## src/rtl/locked_cla_adder_pipe.sv

```systemverilog
// locked_cla_adder_pipe: key-locked carry-lookahead adder with a valid/ready
// pipeline of STAGES registers and a serially shifted key register.
// Optional feature macro: LOCKED_CLA_OVF_EN adds a pipelined signed-overflow
// flag on ovf_o, computed from the key-gated sum.
module locked_cla_adder_pipe #(
  parameter int unsigned WIDTH  = 32,
  parameter int unsigned STAGES = 2,
  parameter int unsigned NG     = WIDTH / 4,
  parameter int unsigned KEY_W  = 2 * NG,
  parameter logic [KEY_W-1:0] KEY_POL = (WIDTH == 32) ? KEY_W'(16'hA5C3) : '0
) (
  input  logic                         clk_i,
  input  logic                         rst_ni,
  input  logic                         key_load_i,
  input  logic                         key_bit_i,
  input  logic [WIDTH-1:0]             add1_i,
  input  logic [WIDTH-1:0]             add2_i,
  input  logic                         in_valid_i,
  output logic                         in_ready_o,
  output logic [WIDTH:0]               result_o,
  output logic                         out_valid_o,
  input  logic                         out_ready_i,
  output logic [$clog2(KEY_W+1)-1:0]   key_cnt_o
`ifdef LOCKED_CLA_OVF_EN
  ,
  output logic                         ovf_o
`endif
);

  localparam int unsigned CNT_W = $clog2(KEY_W + 1);
`ifdef LOCKED_CLA_OVF_EN
  localparam int unsigned PW = WIDTH + 2;
`else
  localparam int unsigned PW = WIDTH + 1;
`endif

  logic [KEY_W-1:0]  key_q;
  logic [KEY_W-1:0]  eff_c;
  logic [NG:0]       carry_c;
  logic [NG-1:0]     cin_c;
  logic [3:0]        gb_c;
  logic [3:0]        pb_c;
  logic [3:0]        cc_c;
  logic              grp_g_c;
  logic              grp_p_c;
  logic [WIDTH-1:0]  sum_c;
  logic [PW-1:0]     payload_c;
  logic [STAGES-1:0] vld_q;
  logic [PW-1:0]     data_q [STAGES];
  logic [STAGES-1:0] rdy_c;
  logic              in_fire_c;

  // Key gates are transparent where the loaded key matches the polarity mask.
  assign eff_c = key_q ^ KEY_POL;

  // Key shift register, LSB-first, with a saturating shift counter.
  always_ff @(posedge clk_i) begin
    if (!rst_ni) begin
      key_q     <= '0;
      key_cnt_o <= '0;
    end else if (key_load_i) begin
      key_q <= {key_bit_i, key_q[KEY_W-1:1]};
      if (key_cnt_o != CNT_W'(KEY_W)) begin
        key_cnt_o <= key_cnt_o + CNT_W'(1);
      end
    end
  end

  // Group-wise lookahead adder with key-gated group carry-ins and sum LSBs.
  always_comb begin
    carry_c = '0;
    cin_c   = '0;
    gb_c    = '0;
    pb_c    = '0;
    cc_c    = '0;
    grp_g_c = 1'b0;
    grp_p_c = 1'b0;
    sum_c   = '0;
    for (int g = 0; g < int'(NG); g++) begin
      cin_c[g] = carry_c[g] ^ eff_c[g];
      for (int j = 0; j < 4; j++) begin
        gb_c[j] = add1_i[4*g+j] & add2_i[4*g+j];
        pb_c[j] = add1_i[4*g+j] ^ add2_i[4*g+j];
      end
      cc_c[0] = cin_c[g];
      cc_c[1] = gb_c[0] | (pb_c[0] & cin_c[g]);
      cc_c[2] = gb_c[1] | (pb_c[1] & gb_c[0]) | (pb_c[1] & pb_c[0] & cin_c[g]);
      cc_c[3] = gb_c[2] | (pb_c[2] & gb_c[1]) | (pb_c[2] & pb_c[1] & gb_c[0])
              | (pb_c[2] & pb_c[1] & pb_c[0] & cin_c[g]);
      grp_g_c = gb_c[3] | (pb_c[3] & gb_c[2]) | (pb_c[3] & pb_c[2] & gb_c[1])
              | (pb_c[3] & pb_c[2] & pb_c[1] & gb_c[0]);
      grp_p_c = &pb_c;
      carry_c[g+1] = grp_g_c | (grp_p_c & cin_c[g]);
      for (int j = 0; j < 4; j++) begin
        sum_c[4*g+j] = pb_c[j] ^ cc_c[j];
      end
      sum_c[4*g] = sum_c[4*g] ^ eff_c[NG+g];
    end
  end

  // Stage-1 payload: carry out, sum and (optionally) signed overflow.
`ifdef LOCKED_CLA_OVF_EN
  assign payload_c = {(add1_i[WIDTH-1] == add2_i[WIDTH-1]) & (sum_c[WIDTH-1] != add1_i[WIDTH-1]),
                      carry_c[NG], sum_c};
`else
  assign payload_c = {carry_c[NG], sum_c};
`endif

  // A stage may load when it is empty or its downstream neighbour can move.
  always_comb begin
    rdy_c = '0;
    rdy_c[STAGES-1] = ~vld_q[STAGES-1] | out_ready_i;
    for (int i = int'(STAGES) - 2; i >= 0; i--) begin
      rdy_c[i] = ~vld_q[i] | rdy_c[i+1];
    end
  end

  assign in_ready_o = rst_ni & ~key_load_i & rdy_c[0];
  assign in_fire_c  = in_valid_i & in_ready_o;

  // Pipeline registers; bubbles are squeezed out as stages advance.
  always_ff @(posedge clk_i) begin
    if (!rst_ni) begin
      vld_q <= '0;
      for (int i = 0; i < int'(STAGES); i++) begin
        data_q[i] <= '0;
      end
    end else begin
      if (rdy_c[0]) begin
        vld_q[0] <= in_fire_c;
        if (in_fire_c) begin
          data_q[0] <= payload_c;
        end
      end
      for (int i = 1; i < int'(STAGES); i++) begin
        if (rdy_c[i]) begin
          vld_q[i] <= vld_q[i-1];
          if (vld_q[i-1]) begin
            data_q[i] <= data_q[i-1];
          end
        end
      end
    end
  end

  assign out_valid_o = vld_q[STAGES-1];
  assign result_o    = data_q[STAGES-1][WIDTH:0];
`ifdef LOCKED_CLA_OVF_EN
  assign ovf_o       = data_q[STAGES-1][WIDTH+1];
`endif

endmodule

```

## config.mk

```make
export PLATFORM = sky130hd
export DESIGN_NAME = locked_cla_adder_pipe
export DESIGN_NICKNAME = d
export VERILOG_FILES = /design/src/rtl/locked_cla_adder_pipe.sv
export SDC_FILE = /design/constraint.sdc
export NUM_CORES = 1
export LEC_CHECK = 0
export CORE_ASPECT_RATIO = 1.2
export CORE_MARGIN = 5
export CORE_UTILIZATION = 53
export CTS_BUF_LIST = sky130_fd_sc_hd__clkbuf_4
export DETAILED_ROUTE_END_ITERATION = 16
export PLACE_DENSITY = 0.84
export SETUP_SLACK_MARGIN = 0.3
export SKIP_LAST_GASP = 1
export SYNTH_ARGS = -nofsm -noshare
export SYNTH_HDL_FRONTEND = slang
export SYNTH_SLANG_ARGS = --single-unit
```

## constraint.sdc

```tcl
create_clock -name clk_i -period 7.3 [get_ports clk_i]
set_clock_uncertainty 0.05 [all_clocks]
set_input_delay 2.19 -clock clk_i [delete_from_list [all_inputs] [get_ports clk_i]]
set_output_delay 2.19 -clock clk_i [all_outputs]
set_load 0.05 [all_outputs]
```

# After elaboration in Yosys (flattened, before gate mapping)
# Memory sizes are Yosys's and may differ from the RTL's.
# Cells that the tools add are included.
# W data, S select, Z words.
# word_totals
output_inout_bits	40
ram_bits	66
register_bits	23
word_cells	349
input_bits	70
mem_count	1
# classes
reduce_logical	9
addsub	1
bitwise_logic	322
eq_ne	1
muxes	11
# mem_list
name	depth	width	rd	rd_ports_with_merged_regs	write_ports	line	rtl
data_q	2	33	2	0	2	49	logic [PW-1:0] data_q [STAGES];
# ops
op	n
$and A1 B1 Y1	155
$or A1 B1 Y1	84
$xor A1 B1 Y1	79
$mux W33	2
$reduce_and A4 Y1	8
$mux W1	9
$not A8 Y8	1
$add A5 B1 Y5 const B	1
$ne A5 B5 Y1 const B	1
$not A1 Y1	3
$reduce_and A2 Y1	1

# Longest topological paths before layout
# logic_depth
ltp_word	29
ltp_mapped	15
ltp_nobuf	15

# Worst setup path after synthesis
# Ideal clock, no wire load.
# synth_timing
path_type	input to register
from	in add1_i[4]
to	mem data_q[0][28] (netlist name), data pin
path_buffers	0
setup_time_ps	266
path_stages	15
t_arrival_ps	5539
required_time_ps	6984
slack_ps	1445
cell_sequence	ha_1 and4_2 a311oi_1 o211ai_2 a211o_2 o31ai_4 mux2i_1 xor2_1 o311a_4 o21ai_0 a21oi_1 xnor2_1 fa_1 xnor2_1 nor2_1
# synth_lines
element	line	rtl
start, declared	16	input logic [WIDTH-1:0] add1_i,
end, declared	49	

==> impl_results.md <==
* Number of global-route vias before repair at 3,364
* Global route overflow at 0
* Synth Cell Area at between 0.005 and 0.006 mm²
* Synth top cells by count: edfxtp_1 (66), nor2_1 (43), and3_1 (34), ha_1 (34), buf_4 (33)
* Max Cap Viol at 0
* GP Congestion at 0.945
* Count leader, synth: edfxtp_1
* Top_reg_cell synth: edfxtp_1
* Final Cycle Share at 0.858
* Die Span Y at 119 µm
* Layout Area Growth over Synthesis at 21.0%
* Setup_tns at 0 ns
* DR iter-0 viols at 194
* Critical path required time at 7.43 ns
* # DRC at 0
* Max frequency at 160 MHz
* Synth cell types at 56
* Clock transition at path regs at 0.15 ns
* Critical R2R Launch: key_q[0]$_SDFFE_PN0P_
* Drt first pass iters at 5
* Endpoints failing setup at 0
* Post-synthesis sequential area ratio at 0.468
* Initial antenna violation count at 1
* Clock buffer depth at 2
* Post-synth EDFFs at 66
* Cells after Synth at 461
* DR vias at 3,526
* Drt via density at 5.30
* Hold depth at 2
* Critical Path End Type: flop
* Final Hold Vio Count at 0
* GR Util All Layers at 0.160
* Nets at 648
* Hold Crit Class: reg2reg
* RR Endpoint: data_q[0][28]$_SDFFCE_PN0P_
* Leak at 2.58 nW
* Worst VDD drop at 0.0788 mV
* Overall power at around 1.2 mW
* Skew-Pair Late Insertion Delay at around 0.44 ns
* Ys async rst share at 0
* IO Port Bufs at 109
* Startpoint types: input pin
* Unrepaired setup endpoints after global routing: false
* Routed WL at 9650 µm
* R2r worst-path depth at 14
* Status: finished clean
* Sink Count at 89
* Worst hold endpoint: vld_q[0]$_SDFFE_PN0N_
* Postcts setup bufs at 0
* Power Density at 183 mW/mm²
* Synth top area cells: edfxtp_1 (38%), dfxtp_1 (8.8%), ha_1 (8.1%)
* Share of cells above drive strength 1 at 0.0832
* Hold Buf Count CTS at 0
* Yosys Warn Count at 0
* Largest area contributor in the netlist: edfxtp_1
* Critical Path Source: add1_i[0]
* # IOs at 110
* Largest net degree at the start of global routing at 62
* Root Buffer: clkbuf_4
* Wirelength per Cell at approximately 15 µm
* Final period demand of the worst path at roughly 6.3 ns
* FP Rows at 39
* CTS tree: yes
* CTS H-tree lvls at 3
* Relative slew slack at 0.183
* Area after DPL at 0.00617 mm²
* Die span in x at 101 µm
* Die Area at 0.0119 mm²
* Initial core utilization at 0.546
* Slew @ Worst Pin at between 1 and 1.5 ns
* Setup CP Type: in2reg
* Yosys reg bits at 89
* Worst EP arrival at 6.40 ns
* Post-Layout Inst Area at 0.00632 mm²
* R2r setup slk at 3.17 ns
* Slew Limit Fails at 0
* Core area at 0.00956 mm²
* Crit-path max FO at 5
* Final ANT Viol Nets at 0
* Hold Crit Start: vld_q[0]$_SDFFE_PN0N_
* First-pass GRT wire length at 15,400 µm
* Syn nets at 573
* Post-CTS resize count at 0
* Cts bufs inserted at 9
* Post-synth top area share at 0.380
* Final HPWL DP at 7630 µm
* Mapped Avg Cell Area at 11.3 µm²
## worst max-delay path: stages
cell             delay, ns
clkdlybuf4s50_1       0.45
ha_1                  0.29
or2b_2                0.31
a21oi_1               0.31
o211ai_2              0.17
a211o_2               0.39
o31ai_4               0.09
mux2i_1               0.36
xor2_1                0.19
o311a_4               0.37
o21ai_0               0.30
a21oi_1               0.13
xnor2_1               0.19
fa_1                  0.45
xnor2_1               0.14
nor2_1                0.05
## registers in the layout, indices dropped and copies added (netlist names)
name,flops
data_q,66
vld_q,2
key_q,16
key_cnt_o,5
## layout by cell type, fill, tap and decap left out, drive strengths merged, types with 2 or more instances in the layout
master         instances
nand2                 16
nor3                   5
fa                     8
buf                    5
o31ai                  5
and3                  35
nor3b                  3
nor2b                 19
or2                    2
nand2b                 5
nand4                  4
o21bai                 2
inv                   12
a21o                   8
o21ai                 10
clkdlybuf4s50        108
mux2i                 22
edfxtp                66
a21boi                 2
clkinv                 2
xor2                  14
dfxtp                 23
and2                   5
a31o                   2
a211oi                 3
or2b                   2
ha                    34
and4                   3
nor2                  43
o21a                   3
a211o                  2
clkbuf                 9
a21oi                 15
xnor2                 24
nand3                  4
## cell type report
class | count | area, µm²
repair buffers | 113 | 1120
clock buffers | 9 | 67.6
well taps | 123 | 154
multi-input cells | 314 | 2430
inverters | 9 | 33.8
fillers | 758 | 3240
diodes | 1 | 2.50
clock inverters | 7 | 77.6
flip-flops and latches | 89 | 2440
## per-stage QoR
step                      setup WS (ns)   util  std cells  hold WS, ns
after floorplan                    1.45      -        461        0.432
after CTS                          1.09  0.661        664        0.493
after global placement            0.730  0.645        648        0.469
after global routing              0.853  0.661        665        0.522
after detailed placement          0.584  0.645        648        0.473
final                              1.04  0.661        665        0.492
## per-layer routing
layer  vias to the layer above  share of wire  track usage
met1                      1619           0.43        0.197
met5                         -              0            0
met4                         0          0.029       0.0725
li1                       1779              -            -
met2                       105           0.49        0.266
met3                        23          0.052       0.0354
## power by group
part / total (mW) / switching (mW) / internal [mW]
Combinational: 0.299 / 0.165 / 0.135
Clock: 0.278 / 0.170 / 0.108
Sequential: 0.582 / 0.00814 / 0.574
## cells by family (layout without fill, tap and decap cells)
kind of cell | count (synthesis) | count (layout) | share of synthesized area
DFF | 89 | 89 | 0.468
other | 0 | 1 | 0
buffers and inverters | 58 | 138 | 0.0683
muxes | 23 | 23 | 0.0451
AOI/OAI and AO/OA | 61 | 61 | 0.0867
xor gates and xnor gates | 38 | 38 | 0.0637
and+or+nand+nor | 150 | 150 | 0.156
adders and majority gates | 42 | 42 | 0.112
## worst max path at each step
stage,end,slack (ns),depth (start not counted)
6_report,data_q[0][28]$_SDFFCE_PN0P_,1.04,16
5_1_grt,data_q[0][28]$_SDFFCE_PN0P_,0.85,16
4_1_cts,data_q[0][28]$_SDFFCE_PN0P_,1.09,16
3_5_place_dp,data_q[0][28]$_SDFFCE_PN0P_,0.58,16
3_3_place_gp,data_q[0][28]$_SDFFCE_PN0P_,0.73,16
2_1_floorplan,data_q[0][28]$_SDFFCE_PN0P_,1.45,15
Note: power is estimated with default switching activity, not from simulation.
